[src/rtl/tx_arbiter_pkg.sv]
// Shared encodings for the TX channel arbiter: header commands, frame FSM states,
// owner encoding and the payload-length helper.
package tx_arbiter_pkg;

  localparam int TX_CMD_BITS = 2;

  localparam logic [TX_CMD_BITS-1:0] TX_HEADER_READ_16  = 2'b01;
  localparam logic [TX_CMD_BITS-1:0] TX_HEADER_WRITE_16 = 2'b10;
  localparam logic [TX_CMD_BITS-1:0] TX_HEADER_WRITE_8  = 2'b11;

  localparam logic [1:0] TXA_STATE_IDLE    = 2'd0;
  localparam logic [1:0] TXA_STATE_START   = 2'd1;
  localparam logic [1:0] TXA_STATE_HEADER  = 2'd2;
  localparam logic [1:0] TXA_STATE_PAYLOAD = 2'd3;

  typedef enum logic {
    OWNER_PF    = 1'b0,
    OWNER_SCHED = 1'b1
  } tx_owner_e;

  // WRITE_8 carries half the bits of the 16-bit commands.
  function automatic int unsigned tx_payload_len(input logic [TX_CMD_BITS-1:0] cmd,
                                                 input int unsigned payload_cycles);
    return (cmd == TX_HEADER_WRITE_8) ? payload_cycles / 32'd2 : payload_cycles;
  endfunction

endpackage

[src/rtl/tx_frame_fsm.sv]
// Frame sequencer for the TX channel: START, HEADER, then a command-dependent
// number of PAYLOAD cycles, with the payload index and last-cycle flag.
module tx_frame_fsm
  import tx_arbiter_pkg::*;
#(
  parameter int PAYLOAD_CYCLES = 8,
  parameter int CW             = $clog2(PAYLOAD_CYCLES) + 1
) (
  input  logic                   clk,
  input  logic                   reset,
  input  logic                   grant,
  input  logic [TX_CMD_BITS-1:0] grant_cmd,
  output logic [1:0]             state,
  output logic [TX_CMD_BITS-1:0] cmd,
  output logic [CW-1:0]          counter,
  output logic                   done
);

  logic [1:0]             state_q;
  logic [TX_CMD_BITS-1:0] cmd_q;
  logic [CW-1:0]          cnt_q;
  logic [CW-1:0]          len_m1;

  // Last payload index of the latched command.
  always_comb begin
    len_m1 = CW'(tx_payload_len(cmd_q, PAYLOAD_CYCLES) - 32'd1);
    done   = (state_q == TXA_STATE_PAYLOAD) && (cnt_q == len_m1);
  end

  // Frame sequencing; a grant in the done cycle chains straight into START.
  always_ff @(posedge clk) begin
    if (reset) begin
      state_q <= TXA_STATE_IDLE;
      cmd_q   <= '0;
      cnt_q   <= '0;
    end else begin
      case (state_q)
        TXA_STATE_IDLE: begin
          if (grant) begin
            state_q <= TXA_STATE_START;
            cmd_q   <= grant_cmd;
          end
        end
        TXA_STATE_START:  state_q <= TXA_STATE_HEADER;
        TXA_STATE_HEADER: begin
          state_q <= TXA_STATE_PAYLOAD;
          cnt_q   <= '0;
        end
        TXA_STATE_PAYLOAD: begin
          if (done) begin
            cnt_q <= '0;
            if (grant) begin
              state_q <= TXA_STATE_START;
              cmd_q   <= grant_cmd;
            end else begin
              state_q <= TXA_STATE_IDLE;
            end
          end else begin
            cnt_q <= cnt_q + CW'(1);
          end
        end
        default: begin
          state_q <= TXA_STATE_IDLE;
          cnt_q   <= '0;
        end
      endcase
    end
  end

  assign state   = state_q;
  assign cmd     = cmd_q;
  assign counter = cnt_q;

endmodule

[src/rtl/tx_arbiter.sv]
// Arbitrates the TX serial channel between scheduler and prefetcher and muxes the
// owner's payload onto tx_pins. Optional alternating grant: TX_ARB_ROUND_ROBIN_EN.
module tx_arbiter
  import tx_arbiter_pkg::*;
#(
  parameter int NSHIFT         = 2,
  parameter int PAYLOAD_CYCLES = 8
) (
  input  logic                              clk,
  input  logic                              reset,
  input  logic                              sched_cmd_valid,
  input  logic [TX_CMD_BITS-1:0]            sched_cmd,
  input  logic                              sched_reserve,
  output logic                              sched_cmd_started,
  input  logic [NSHIFT-1:0]                 sched_data,
  output logic                              sched_data_next,
  input  logic                              pf_cmd_valid,
  output logic                              pf_cmd_started,
  input  logic [NSHIFT-1:0]                 pf_data,
  output logic                              pf_data_next,
  output logic                              tx_active,
  output logic                              tx_owner,
  output logic [$clog2(PAYLOAD_CYCLES):0]   tx_counter,
  output logic                              tx_done,
  output logic [NSHIFT-1:0]                 tx_pins
);

  localparam int CW = $clog2(PAYLOAD_CYCLES) + 1;

  logic [1:0]             state;
  logic [TX_CMD_BITS-1:0] cmd;
  logic [CW-1:0]          counter;
  logic                   done;
  logic                   window;
  logic                   grant;
  logic                   pick_sched;
  logic [TX_CMD_BITS-1:0] grant_cmd;
  tx_owner_e              owner_q;

  // Grant decision; owner_q also serves as the last-served owner for alternation.
  always_comb begin
`ifdef TX_ARB_ROUND_ROBIN_EN
    if (sched_cmd_valid && pf_cmd_valid && !sched_reserve) begin
      pick_sched = (owner_q == OWNER_PF);
    end else begin
      pick_sched = sched_cmd_valid;
    end
`else
    pick_sched = sched_cmd_valid;
`endif
    window    = (state == TXA_STATE_IDLE) || done;
    grant     = window && !reset && (sched_cmd_valid || (pf_cmd_valid && !sched_reserve));
    grant_cmd = pick_sched ? sched_cmd : TX_HEADER_READ_16;
  end

  // Owner of the transaction being framed.
  always_ff @(posedge clk) begin
    if (reset) begin
      owner_q <= OWNER_PF;
    end else if (grant) begin
      owner_q <= pick_sched ? OWNER_SCHED : OWNER_PF;
    end else begin
      owner_q <= owner_q;
    end
  end

  tx_frame_fsm #(
    .PAYLOAD_CYCLES (PAYLOAD_CYCLES),
    .CW             (CW)
  ) u_frame (
    .clk       (clk),
    .reset     (reset),
    .grant     (grant),
    .grant_cmd (grant_cmd),
    .state     (state),
    .cmd       (cmd),
    .counter   (counter),
    .done      (done)
  );

  // Strobes, status and pin mux.
  always_comb begin
    sched_cmd_started = grant && pick_sched;
    pf_cmd_started    = grant && !pick_sched;
    tx_active         = (state != TXA_STATE_IDLE);
    tx_owner          = tx_active && (owner_q == OWNER_SCHED);
    tx_counter        = counter;
    tx_done           = done;
    sched_data_next   = (state == TXA_STATE_PAYLOAD) && (owner_q == OWNER_SCHED);
    pf_data_next      = (state == TXA_STATE_PAYLOAD) && (owner_q == OWNER_PF);
    case (state)
      TXA_STATE_IDLE:    tx_pins = '0;
      TXA_STATE_START:   tx_pins = '1;
      TXA_STATE_HEADER:  tx_pins = NSHIFT'(cmd);
      TXA_STATE_PAYLOAD: tx_pins = (owner_q == OWNER_SCHED) ? sched_data : pf_data;
      default:           tx_pins = '0;
    endcase
  end

endmodule

[config.mk]
export PLATFORM = sky130hd
export DESIGN_NAME = tx_arbiter
export DESIGN_NICKNAME = d
export VERILOG_FILES = /design/src/rtl/tx_arbiter_pkg.sv /design/src/rtl/tx_frame_fsm.sv /design/src/rtl/tx_arbiter.sv
export SDC_FILE = /design/constraint.sdc
export NUM_CORES = 1
export LEC_CHECK = 0
export BUFFER_PORTS_ARGS = -buffer_cell sky130_fd_sc_hd__buf_2
export CORE_MARGIN = 2
export CORE_UTILIZATION = 40
export DETAILED_ROUTE_END_ITERATION = 10
export GPL_TIMING_DRIVEN = 1
export PLACE_DENSITY = 0.64
export SYNTH_ARGS = -nofsm -noshare
export SYNTH_HDL_FRONTEND = slang
export SYNTH_SLANG_ARGS = --single-unit
export TNS_END_PERCENT = 30
[constraint.sdc]
create_clock -name clk -period 3.15 [get_ports clk]
set_input_delay 0.945 -clock clk [delete_from_list [all_inputs] [get_ports clk]]
set_output_delay 0.945 -clock clk [all_outputs]
set_load 0.005 [all_outputs]
==> run_results.csv <==
group,metric,value,unit
status,outcome,"completed",
grt,grt_max_degree,15,
die,core_area,1560,um^2
hold_path,hp-start,"u_frame.counter[0]",
placed_design,place_hpwl,1240,um
sta,finalHoldViolations,0,
cts,clk_latency,0.27,ns
die,die-area,2050,um^2
sta,grt_setup_unrepaired,"false",
die,row_count,14,
pwr,finalPower,575,uW
routing,dr.pass1.iters,4,
synth,synth.top_cell.area_share,0.265,
synth,yosysSeqAreaShare,0.265,
pwr,comb_power_share,0.511,
pwr,p_int,331,uW
routing,antenna_left,0,
grt,grtUsageTotal,0.189,
sta,setup_viol,0,
final_layout,drive_gt1_frac,0.321,
placed_design,io_buffer_count,23,
cts,path_clk_slew,0.07,ns
synth,ys_ff_latch,9,
sta,layout_min_cycle_time,2.72,ns
synth,synth_edf_count,0,
setup_path,cp.required,2.20,ns
placed_design,place.gp.congestion,0.789,
sta,worst_pin_slew,0.305,ns
cts,post_cts_buffers,0,
setup_path,reg2reg_from,"u_frame.state[1]",
hold_path,hp-class,"reg -> reg",
setup_path,slowest_stage,"dfxtp_1",
synth,synth_cell_types,34,
cts,cts_buffers,3,
final_layout,synthToLayoutAreaGrowth,23.0,%
cts,clock_sinks,9,
grt,grt_pass1_vias,633,
pwr,p_sw,243,uW
die,die_h,45.3,um
routing,wire_per_inst,13.1,um
hold_path,hold_end,"u_frame.counter[0]",
setup_path,slowest_delay,0.40,ns
setup_path,reg2reg_setup_slack,1.51,ns
cts,cts_buffer_depth,2,
cts,htree_levels,1,
pwr,switching_share,0.424,
cts,cts_root_buffer,"clkbuf_4",
final_layout,seq_area,180,um^2
sta,slew_viol_final,0,
synth,synth_area_per_cell,8.51,um^2
setup_path,r2r-end,"u_frame.state[0]",
synth,synth_area,681,um^2
synth,synth.area.top_cells,"dfxtp_1 26%, ha_1 9.2%, nor2_1 6.6%",
synth,synth_ff_type,"dfxtp_1",
synth,async_flop_share,0,
grt,gr-total-overflow,0,
synth,yosysWarnings,0,
setup_path,worstSetupPathType,"reg -> out",
hold_path,hold_path_depth,2,
routing,route.detailed.drc,0,
final_layout,fillers,153,
sta,timing.fmax,367,MHz
setup_path,arrival,1.78,ns
sta,slew_headroom,0.796,
final_layout,multiInputGateArea,473,um^2
sta,clock_skew,0.00315,ns
flow_run,cap_violations,0,
grt,grt_pass1_wl,2740,um
setup_path,cp_max_fo,5,
pwr,ir_drop,0.373,mV
final_layout,final_nets,123,
cts,cts_resized,0,
setup_path,ff2ff_path_depth,6,
sta,fin_crit_sh,0.865,
sta,setup_tns,0,ns
routing,drt_first_iter_violations,11,
routing,num_vias,669,
pwr,power_frac_seq,0.320,
synth,synth_cells,80,
pwr,p_per_area,686,nW/um^2
pwr,p_clk_frac,0.169,
grt,antenna_found_initial,0,
synth,synthesis.nets,96,
setup_path,path_cells,"ha_1, nand2b_1, a211oi_4, nor2_1, nor3_1, buf_2",
routing,vias_per_cell,5.48,
pwr,leakagePower,0.000389,uW
routing,routed_wirelength,1600,um
die,die_w,45.3,um
final_layout,insertedDiodeCount,0,
setup_path,cp-start-kind,"register",
synth,yosys.area.top_type,"dfxtp_1",
die,start_util,0.437,
die,pin_count,24,
cts,cts_tree,"done",
cts,postCtsHoldBufs,0,
setup_path,endpoint_kind,"output port",
## flip-flops by register name, summed over array words and instances (netlist names)
signal / count
u_frame.state: 2
owner_q: 1
u_frame.counter: 4
u_frame.cmd: 2
## worst max-delay path, delay by kind of cell, from the launching register on
kind	cells	cell delay [ns]
AO/OA/AOI/OAI	1	0.33
AND/OR/NAND/NOR	3	0.41
buffers and inverters	1	0.14
flip-flops	1	0.40
adder cells (fa/ha/maj)	1	0.22
## power groups by stage
| stage | Combinational [uW] | Sequential [uW] | Clock, uW |
|---|---|---|---|
| 2_1_floorplan | 213 | 173 | 0 |
| 3_5_place_dp | 297 | 184 | 0 |
| 3_3_place_gp | 293 | 184 | 0 |
| 4_1_cts | 298 | 182 | 99.4 |
| 6_report | 294 | 184 | 96.9 |
| 5_1_grt | 338 | 188 | 103 |
## metal layers
metal	vias up	track usage	wire, um
met5	-	0	0
met4	0	0.0882	40
met3	4	0.0600	60
met2	18	0.283	722
met1	309	0.245	778
li1	338	-	-
## through the flow
step | utilization | cells | hold WS, ns | setup slack [ns] | area (um^2)
finish | 0.537 | 122 | 0.511 | 0.426 | 837
global route | 0.537 | 122 | 0.552 | 0.333 | 837
CTS | 0.537 | 122 | 0.506 | 0.434 | 837
detailed placement | 0.520 | 118 | 0.496 | 0.458 | 811
global placement | 0.520 | 118 | 0.491 | 0.486 | 811
floorplan | - | 80 | 0.479 | 0.714 | 681
## layout by cell type (no fill, tap or decap)
master	synthesis	final
nor2b_1	6	6
a21bo_2	1	1
nor3_1	1	1
nor2_1	12	12
nor3b_1	1	1
o21ai_0	1	1
a32oi_1	1	1
a211oi_4	1	1
and2_1	1	1
clkbuf_4	0	3
or2b_1	1	1
a21o_1	2	2
a22oi_2	1	1
o221a_1	1	1
mux2_2	2	2
nand3b_1	1	1
a21oi_1	4	4
inv_2	1	1
inv_1	3	3
o21bai_1	1	1
nand2_1	3	3
nand4b_1	1	1
a221oi_1	2	2
or3_1	2	2
a31oi_1	1	1
clkbuf_1	0	1
buf_4	1	1
nand3_1	1	1
o221ai_1	1	1
ha_1	5	5
dfxtp_1	9	9
o21bai_2	1	1
buf_2	1	23
mux2i_1	4	4
a41oi_1	1	1
nand2b_1	5	5
## synth_stat cells, types with 3 or more instances
master,number
a21oi_1,4
inv_1,3
nand2b_1,5
nor2_1,12
ha_1,5
nand2_1,3
mux2i_1,4
dfxtp_1,9
nor2b_1,6
## how the worst max path moves through the flow
stage	from	to	slack (ns)	cells after the start
2_1_floorplan	sched_data[0]	tx_pins[0]	0.71	3
3_3_place_gp	sched_data[0]	tx_pins[0]	0.49	5
3_5_place_dp	sched_data[1]	tx_pins[1]	0.46	5
4_1_cts	u_frame.counter[0]	pf_cmd_started	0.43	6
5_1_grt	u_frame.counter[0]	pf_cmd_started	0.33	6
6_report	u_frame.counter[0]	pf_cmd_started	0.43	6
## layout make-up
| class | count | area share |
|---|---|---|
| Tap cell | 16 | 0.0239 |
| Multi-Input combinational cell | 65 | 0.565 |
| Sequential cell | 9 | 0.215 |
| Inverter | 4 | 0.0179 |
| Timing Repair Buffer | 24 | 0.146 |
| Clock buffer | 4 | 0.0314 |
## kinds of logic (layout without fill, tap and decap cells)
kind of cell,count (synthesis),after routing,share of synthesized area
AOI/OAI and AO/OA,19,19,0.239
adders and majority gates,5,5,0.0919
buffers and inverters,6,32,0.0404
DFF,9,9,0.265
muxes,6,6,0.0919
and+or+nand+nor,35,35,0.272
No activity file was read; power rests on OpenSTA's default activity.
